**config.mk**
```make
export PLATFORM = sky130hd
export DESIGN_NAME = fpu_short_issue
export DESIGN_NICKNAME = d
export VERILOG_FILES = /design/src/rtl/fpu_short_issue.sv
export SDC_FILE = /design/constraint.sdc
export NUM_CORES = 1
export LEC_CHECK = 0
export CAP_MARGIN = 20
export CORE_MARGIN = 4
export CORE_UTILIZATION = 38
export CTS_BUF_LIST = sky130_fd_sc_hd__clkbuf_2
export CTS_CLUSTER_DIAMETER = 100
export CTS_CLUSTER_SIZE = 12
export DETAILED_ROUTE_END_ITERATION = 10
export PLACE_DENSITY = 0.79
export SKIP_CTS_REPAIR_TIMING = 1
export SLEW_MARGIN = 20
export SYNTH_ARGS = -nofsm -noshare
export SYNTH_HDL_FRONTEND = slang
export SYNTH_SLANG_ARGS = --single-unit
```
**constraint.sdc**
```tcl
create_clock -name clk_i -period 1.57 [get_ports clk_i]
set_input_delay 0.3925 -clock clk_i [delete_from_list [all_inputs] [get_ports clk_i]]
set_output_delay 0.3925 -clock clk_i [all_outputs]
set_load 0.01 [all_outputs]
```
**src/rtl/fpu_short_issue.sv**
```systemverilog
// fpu_short_issue: single-outstanding issue/response stage in front of the short-op FPU
module fpu_short_issue #(
  parameter int TIMEOUT = 63,
  parameter int TAG_W   = 5
) (
  input  logic             clk_i,
  input  logic             rst_ni,
  input  logic             req_valid_i,
  output logic             req_ready_o,
  input  logic [31:0]      req_x_i,
  input  logic [31:0]      req_y_i,
  input  logic [4:0]       req_funct5_i,
  input  logic [2:0]       req_rm_i,
  input  logic [TAG_W-1:0] req_rd_i,
  output logic             fpu_en_o,
  output logic [31:0]      fpu_x_o,
  output logic [31:0]      fpu_y_o,
  output logic [4:0]       fpu_funct5_o,
  output logic [2:0]       fpu_rm_o,
  input  logic [31:0]      fpu_res_i,
  input  logic             fpu_valid_i,
  output logic             rsp_valid_o,
  input  logic             rsp_ready_i,
  output logic [31:0]      rsp_res_o,
  output logic [TAG_W-1:0] rsp_rd_o,
  output logic             rsp_timeout_o,
  output logic             busy_o
);
  typedef enum logic [1:0] {IDLE, WAIT, RESP} state_e;
  localparam logic [31:0] CANON_NAN = 32'h7FC00000;
  localparam logic [7:0]  LIMIT     = 8'(TIMEOUT - 1);
  state_e           state_q, state_d;
  logic             en_q, en_d;
  logic [31:0]      x_q, x_d, y_q, y_d, res_q, res_d;
  logic [4:0]       f5_q, f5_d;
  logic [2:0]       rm_q, rm_d;
  logic [TAG_W-1:0] rd_q, rd_d;
  logic             to_q, to_d, rv_q, rv_d;
  logic [7:0]       cnt_q, cnt_d;
  logic             accept, hit, expire;
  assign accept = state_q == IDLE && req_valid_i;
  assign hit    = state_q == WAIT && fpu_valid_i;
  // The start-pulse cycle is not counted, so a missing result aborts TIMEOUT+1 cycles after fpu_en.
  assign expire = state_q == WAIT && !en_q && cnt_q == LIMIT;
  // Next-state and next-output computation; a result wins over a simultaneous expiry.
  always_comb begin
    state_d = state_q;
    en_d    = 1'b0;
    x_d     = accept ? req_x_i : x_q;
    y_d     = accept ? req_y_i : y_q;
    f5_d    = accept ? req_funct5_i : f5_q;
    rm_d    = accept ? req_rm_i : rm_q;
    rd_d    = accept ? req_rd_i : rd_q;
    cnt_d   = accept ? 8'd0 : (state_q == WAIT && !en_q && cnt_q != 8'hFF) ? cnt_q + 8'd1 : cnt_q;
    res_d   = hit ? fpu_res_i : expire ? CANON_NAN : res_q;
    to_d    = hit ? 1'b0 : expire ? 1'b1 : to_q;
    if (accept) begin
      en_d    = 1'b1;
      state_d = WAIT;
    end
    if (hit || expire) state_d = RESP;
    if (state_q == RESP && rsp_ready_i) state_d = IDLE;
    rv_d = state_d == RESP;
  end
  // State and registered outputs; reset discards any operation in flight.
  always_ff @(posedge clk_i or negedge rst_ni) begin
    if (!rst_ni) begin
      state_q <= IDLE;
      en_q    <= 1'b0;
      x_q     <= '0;
      y_q     <= '0;
      f5_q    <= '0;
      rm_q    <= '0;
      rd_q    <= '0;
      res_q   <= '0;
      to_q    <= 1'b0;
      rv_q    <= 1'b0;
      cnt_q   <= '0;
    end else begin
      state_q <= state_d;
      en_q    <= en_d;
      x_q     <= x_d;
      y_q     <= y_d;
      f5_q    <= f5_d;
      rm_q    <= rm_d;
      rd_q    <= rd_d;
      res_q   <= res_d;
      to_q    <= to_d;
      rv_q    <= rv_d;
      cnt_q   <= cnt_d;
    end
  end
  assign req_ready_o   = state_q == IDLE;
  assign busy_o        = state_q != IDLE;
  assign fpu_en_o      = en_q;
  assign fpu_x_o       = x_q;
  assign fpu_y_o       = y_q;
  assign fpu_funct5_o  = f5_q;
  assign fpu_rm_o      = rm_q;
  assign rsp_valid_o   = rv_q;
  assign rsp_res_o     = res_q;
  assign rsp_rd_o      = rd_q;
  assign rsp_timeout_o = to_q;
endmodule

```
Word-level counts from Yosys, hierarchy flattened
Cells that the tools add are included.

Register bits after elaboration: 122. Bits of input ports: 114. Output and inout port bits: 114. Logic and storage cells: 39.

$add $sub $neg: 1. Equality and inequality tests: 5. Muxes and demuxes: 10. Reductions and logical operators: 12.

Operators by type and width (number): two-way mux 32 bit (2); two-way mux 8 bit (2); adder 8 x 1 -> 8 bit, second input constant (1); == test 8 x 6 -> 1 bit, second input constant (1); != test 8 bit, second input constant (1); logical AND 1 bit (6); two-way mux 2 bit (3); nonzero test 2 bit (3); == test 2 bit, second input constant (2); two-way mux 1 bit (3); == test 2 x 1 -> 1 bit, second input constant (1); logical NOT 2 bit (1); logical NOT 1 bit (1); logical OR 1 bit (1).

Logic depth before layout (Yosys ltp)
Gate-level depths: netlist of the first run.

Depth in word-level cells: 7. Mapped depth: 7. Mapped depth without buffers: 6.

Least setup slack after synthesis of the first run
No wires, ideal clock.

Path type: register to register. Start: register state_q[1]. End: register res_q[10], in the netlist rsp_res_o[10]. Setup time: 0.121 ns. Data arrival time: 1.481 ns. Data required time: 1.449 ns. Slack: -0.032 ns. Cell stages (with the launch flop): 6. Path buffers: 1. Period minus slack after synthesis: 1.602 ns. Cells stage by stage: dfrtp_1 or3b_4 nor4_4 nor2_2 buf_6 a22o_1.

Longest elaborated chain between the ends: 4. Elaborated cells on any way between the ends: 6.

Ends and longest elaborated chain: start, declared (line 32) `state_e state_q, state_d;`; start signal, assigned (line 80) `state_q <= state_d;`; == test 2 x 1 -> 1 bit * (line 42, 44); logical AND 1 bit (2 in a row) (line 44) `assign expire = state_q == WAIT && !en_q && cnt_q == LIMIT;`; nonzero test 2 bit (no source line); end signal, assigned (line 87) `res_q <= res_d;`; end, declared (line 34) `logic [31:0] x_q, x_d, y_q, y_d, res_q, res_d;`.

Mark *: on every way between the ends. The rest lies on a longest branch, timed or not. A chain may end at the register's enable or synchronous reset.

Final worst setup path of the first run
Start: register state_q[0]. End: output busy_o.

Longest elaborated chain between the ends: 1.

Ends and longest elaborated chain: nonzero test 2 bit (line 94) `assign busy_o = state_q != IDLE;`; end, declared (line 27) `output logic busy_o`.

Every way passes these cells.

==> results by group, run 1 <==
Pwr
  – Overall Power: 13.8 mW
  – Highest ir drop seen on vdd: 1.26 mV
  – Pleak: 4.03 nW
  – Power per cell area: 1820 mW/mm²

Floorplan
  – Core area: 0.0120 mm²
  – Chip width: 119 µm
  – Starting Density: 0.389
  – # IOs: 228
  – Chip height: 119 µm
  – Rows: 40
  – Full die area: 0.0141 mm²

Job
  – Maxcap violations: 0

Logic synthesis
  – Yosys Warn Count: 0
  – Most common flop cell mapped by yosys: dfrtp_1
  – Synth area leader: dfrtp_1
  – Cell variety after synth: 35
  – #FFs+latches synth: 122
  – Mapped Cells: 465
  – Total nets after synthesis: a little under 600
  – Post-synth EDFFs: 0
  – Synth top area share: 0.653
  – Seq/Total Area, Yosys: 0.653
  – Area of the mapped netlist: 0.00468 mm²
  – Dominant cells by area after synthesis: dfrtp_1 (65%), nand2_1 (19%), a22o_1 (4.5%)
  – FFs w/ async S/R, synth: 1.00
  – Top post-synthesis cells by count: nand2_1 (237), dfrtp_1 (122), a22o_1 (24)
  – Count leader, synth: nand2_1
  – Syn avg cell area: approximately 10 µm²

Detailed routing
  – DR vias: 4391
  – Final wirelength: 14900 µm
  – Vias per cell: 4.73
  – # DRC: 0
  – First-iteration detailed-routing DRC count: 269
  – TritonRoute pass-1 iters: 4
  – Post-DRT Antenna Nets: 0
  – Avg WL per Cell: 16.1 µm

Critical path
  – Critical Path Fanout Max: 3
  – CP Launch Type: flop
  – CP Cell Sequence: nor2_2 > inv_1 > clkbuf_2
  – Family with the most delay on the worst path: flip-flops
  – Worst path max stage delay: 450 ps
  – Critical path capture point type: output pin
  – CP arrival: 1480 ps
  – Buf+Inv Stages, Crit Path: 2
  – Slowest cell on crit path: dfrtp_1
  – Worst Path Required: about 1200 ps
  – Kind of critical path: reg -> out

Timing
  – RSZ-0062 raised after global routing: yes
  – Final Hold Fails: 0
  – Max Clock Skew: 27.5 ps
  – Final slew viol count: 0
  – Minimum clock period: 1880 ps
  – Max Fclk: 533 MHz
  – Final setup violation count: 156
  – Final worst slack: -307 ps
  – Slew headroom: 0.704
  – Fin crit share: 1.20
  – Worst-margin pin slew: 443 ps
  – Worst hold margin: 154 ps

Place
  – Placer Congestion: 0.809
  – Post-DP HPWL: 10400 µm
  – Port bufs: 227

Layout
  – Area Growth Syn to Fin: 62.6%
  – Layout cell share with drive strength beyond 1: 0.310
  – Filler instances: 989
  – # nets final: 884

Clock network
  – Root buf cell: clkbuf_2
  – H-tree depth: 4
  – Later-pin clock latency in the skew report: 660 ps
  – CTS max path bufs: 2
  – Worst-path clk slew: 180 ps
  – Num CTS Buffers: 17
  – Clk sinks: between 100 and 150
  – CTS tree: done

Global routing
  – Global-route wire length before repair: 22700 µm
  – Global route overflow: 0
  – Largest net degree at the start of global routing: 38
  – Initial antenna violation count: 1
  – All-Layer GR Usage: 0.201
  – Vias in the first global route: 4339

Hold path
  – Worst hold path type: in -> async

Outcome
  – Failing checks: negative setup slack
  – Status: finished with violations
metrics by stage:
step / setup TNS, ps / instance area [µm²] / setup WS [ps] / util / instances
final: -9620 / 7610 / -307 / 0.633 / 929
after global routing: -30660 / 7610 / -457 / 0.633 / 929
after CTS: -60650 / 7560 / -779 / 0.630 / 879
after detailed placement: -8670 / 7360 / -250 / 0.613 / 847
after global placement: -6450 / 7360 / -191 / 0.613 / 847
after floorplan: 0 / 4700 / 1.34 / - / 465
report_power, final:
group	leakage (nW)	switching (mW)	internal, mW	total [mW]
Sequential	1.52	0.833	4.52	5.36
Combinational	2.36	3.20	3.41	6.60
Clock	0.143	1.14	0.713	1.86
Total	4.03	5.17	8.64	13.8
state kept, by name, indices dropped and copies added (netlist names):
signal and cells:
fpu_rm_o 3, state_q 2, rsp_res_o 32, cnt_q 8, rsp_valid_o 1, rsp_timeout_o 1
fpu_en_o 1, fpu_x_o 32, rsp_rd_o 5, fpu_y_o 32, fpu_funct5_o 5
logic make-up (layout without fill, tap and decap cells):
| group | count (synthesis) | count (layout) | share of synthesized area |
|---|---|---|---|
| other cells | 0 | 1 | 0 |
| simple gates | 263 | 264 | 0.224 |
| flops | 122 | 122 | 0.653 |
| buf+inv | 29 | 344 | 0.0276 |
| xor+xnor | 2 | 2 | 0.00375 |
| fa+ha+maj | 2 | 2 | 0.00535 |
| mux | 2 | 2 | 0.00428 |
| compound gates | 45 | 45 | 0.0819 |
layout make-up:
type / instances / area, µm² / area share
timing repair buffer: 307 / 2560 / 0.336
inverter: 5 / 21.3 / 0.00280
sequential: 122 / 3050 / 0.401
multi-input combinational: 315 / 1580 / 0.208
clock buffer: 20 / 100 / 0.0132
tap: 147 / 184 / 0.0242
clock inverter: 12 / 106 / 0.0140
antenna: 1 / 2.50 / 0.000329
layout by cell type, fill, tap and decap left out, drive strengths merged, types with 2 or more instances in the layout:
master | synthesis | layout
a22o | 24 | 24
and3 | 2 | 2
buf | 9 | 109
bufinv | 0 | 2
clkbuf | 15 | 105
clkdlybuf4s50 | 0 | 112
clkinv | 1 | 10
dfrtp | 122 | 122
ha | 2 | 2
inv | 4 | 5
mux2i | 2 | 2
nand2 | 237 | 237
nand2b | 2 | 2
nand3 | 8 | 8
nor2 | 6 | 6
nor3 | 2 | 2
o21ai | 4 | 4
o22a | 9 | 9
or2 | 1 | 2
xnor2 | 2 | 2
final timing paths:
path / slack [ps] / cells past startpoint / to / startpoint
min: 150 / 2 / fpu_x_o[30] / rst_ni
max reg2reg: -190 / 6 / rsp_res_o[15] / state_q[1]
max in group asynchronous: 890 / 3 / rsp_res_o[6] / rst_ni
max: -310 / 3 / busy_o / state_q[0]
min in group clk_i: 220 / 3 / fpu_x_o[4] / req_x_i[4]
min reg2reg: 490 / 2 / fpu_x_o[29] / fpu_x_o[29]
routing by layer:
layer | vias up | track usage | wire, µm | share of wire
met4 | 0 | 0.0550 | 190 | 0.013
li1 | 2111 | - | - | -
met5 | - | 0 | 0 | 0
met2 | 187 | 0.323 | 7340 | 0.49
met3 | 15 | 0.0821 | 1230 | 0.082
met1 | 2078 | 0.253 | 6170 | 0.41
Note: power is estimated with default switching activity, not from simulation.
==> run 2: changes to the inputs <==
- CAP_MARGIN: 20 -> 10
- CORE_UTILIZATION: 38 -> 43
- DONT_BUFFER_PORTS: unset -> 1
- PLACE_DENSITY: 0.79 -> 0.6
==> run 2 against run 1 <==
Net effect: the flow finishes with violations (negative hold slack, negative setup slack); power is 16% lower; non-clock buffer count down 167; clock skew up 20 ps; setup slack gained 54 ps; cell area decreased by 15%; count of clock-buffer cells in the layout down 3; worst hold slack lost 740 ps; clock power up 10%; core utilization shrank 1.4 points.
==> results by group, run 2 (synthesis results as in run 1) <==
Outcome
  – Status: finished with violations
  – Failing checks: negative hold slack, negative setup slack

Clock network
  – H-tree depth: 4
  – Later-pin clock latency in the skew report: 650 ps
  – Clk sinks: 122
  – CTS tree: done
  – Root buf cell: clkbuf_2
  – CTS max path bufs: 2
  – Worst-path clk slew: 220 ps
  – Num CTS Buffers: 17

Detailed routing
  – First-iteration detailed-routing DRC count: 337
  – Vias per cell: slightly above 5
  – Avg WL per Cell: 17.8 µm
  – DR vias: 3859
  – TritonRoute pass-1 iters: 4
  – # DRC: 0
  – Final wirelength: 13400 µm
  – Post-DRT Antenna Nets: 0

Critical path
  – CP Launch Type: flop
  – Worst Path Required: 1180 ps
  – Critical path capture point type: output pin
  – Critical Path Fanout Max: 4
  – RR Endpoint: rsp_res_o[12]
  – CP arrival: 1430 ps
  – Cells on worst reg2reg path: 5
  – Worst R2R Setup Slack: -100 ps
  – Worst Setup SP: state_q[0]
  – Critical Path End: busy_o
  – Reg-to-Reg Start: fpu_en_o
  – Kind of critical path: reg -> out

Timing
  – Slew headroom: 0.729
  – Fin crit share: 1.16
  – Final slew viol count: 0
  – Final Hold Fails: around 120
  – Final setup violation count: 28
  – Worst-margin pin slew: 406 ps
  – Minimum clock period: approximately 1800 ps
  – Final worst slack: -254 ps
  – Max Clock Skew: roughly 48 ps
  – Worst hold margin: -582 ps
  – Max Fclk: 548 MHz
  – RSZ-0062 raised after global routing: yes
  – Setup_tns: -2020 ps

Floorplan
  – Rows: 37
  – # IOs: 228
  – Core area: 0.0105 mm²
  – Full die area: about 0.013 mm²
  – Starting Density: 0.447
  – Chip height: approximately 110 µm
  – Chip width: 112 µm

Place
  – Inst Count DP: 596
  – Post-DP HPWL: 7750 µm
  – Port bufs: 0
  – DP Worst Slack: -112 ps
  – Placer Congestion: ~0.8

Job
  – Maxcap violations: 0

Global routing
  – Vias in the first global route: 3577
  – Global route overflow: 0
  – All-Layer GR Usage: 0.178
  – Largest net degree at the start of global routing: 123
  – Busiest grt layer: met2
  – GR met1 Demand/Resource: 0.205
  – Initial antenna violation count: 0
  – Met3 Use GR: 0.0884
  – Global-route wire length before repair: 18100 µm
  – M2 GR Usage: 0.281

Layout
  – # nets final: about 700
  – Post-route non-filler standard cell count: 753
  – Commonest non-fill, non-tap cell in the layout: nand2_1
  – Area Growth Syn to Fin: 38.6%
  – Multi-input logic area: 0.00162 mm²
  – Layout cell share with drive strength beyond 1: 0.139
  – Filler instances: 777
  – Inserted Diodes: 0
  – Most frequent cells in the layout: nand2_1 (236), dfrtp_1 (119), dlygate4sd3_1 (111), a22o_1 (24), buf_4 (21)
  – FF+latch area: 0.00306 mm²

Pwr
  – Highest ir drop seen on vdd: 0.870 mV
  – Power per cell area: 1780 mW/mm²
  – Pleak: about 3.2 nW

Hold path
  – Worst hold path type: in -> async
==> run 2: metrics by stage <==
stage	area, µm²	power, mW	hold WS (ps)	util
global route	6480	12.4	-742	0.620
floorplan	4700	7.93	96.9	-
CTS	5160	11.0	-712	0.493
global placement	4910	8.77	100	0.470
detailed placement	4910	8.93	100	0.470
finish	6480	11.6	-582	0.620
==> run 2: how the worst min path moves through the flow <==
| stage | start | depth (start not counted) | end |
|---|---|---|---|
| after global routing | rst_ni | 0 | fpu_y_o[15] |
| after detailed placement | rst_ni | 0 | rsp_res_o[25] |
| final | rst_ni | 0 | fpu_funct5_o[0] |
| after global placement | rst_ni | 0 | rsp_res_o[25] |
| after floorplan | rst_ni | 0 | cnt_q[0] |
| after CTS | rst_ni | 0 | fpu_y_o[15] |
==> run 2: per-layer routing <==
layer	wire length, µm	share of wire
met3	1430	0.11
met1	5020	0.37
met2	6730	0.50
met4	231	0.017
met5	0	0
==> run 2: where the power goes <==
group          internal [mW]  total [mW]  switching [mW]
clock                  0.760        2.05            1.29
combinational           1.55        3.24            1.69
sequential              4.53        6.27            1.75
total                   6.84        11.6            4.73
==> run 2: critical path, cell delays in order (launching register included) <==
cell and delay, ps:
dfrtp_1 420, buf_6 130, nor2_4 110, buf_6 130, inv_4 40
==> run 2: area by class of cell <==
cell class,count,share of cell area
Clock inverter,15,0.0251
Inverter,5,0.00328
Multi-Input combinational cell,318,0.250
Timing Repair Buffer,140,0.211
Tap cell,136,0.0262
Clock buffer,17,0.0131
Sequential cell,122,0.472
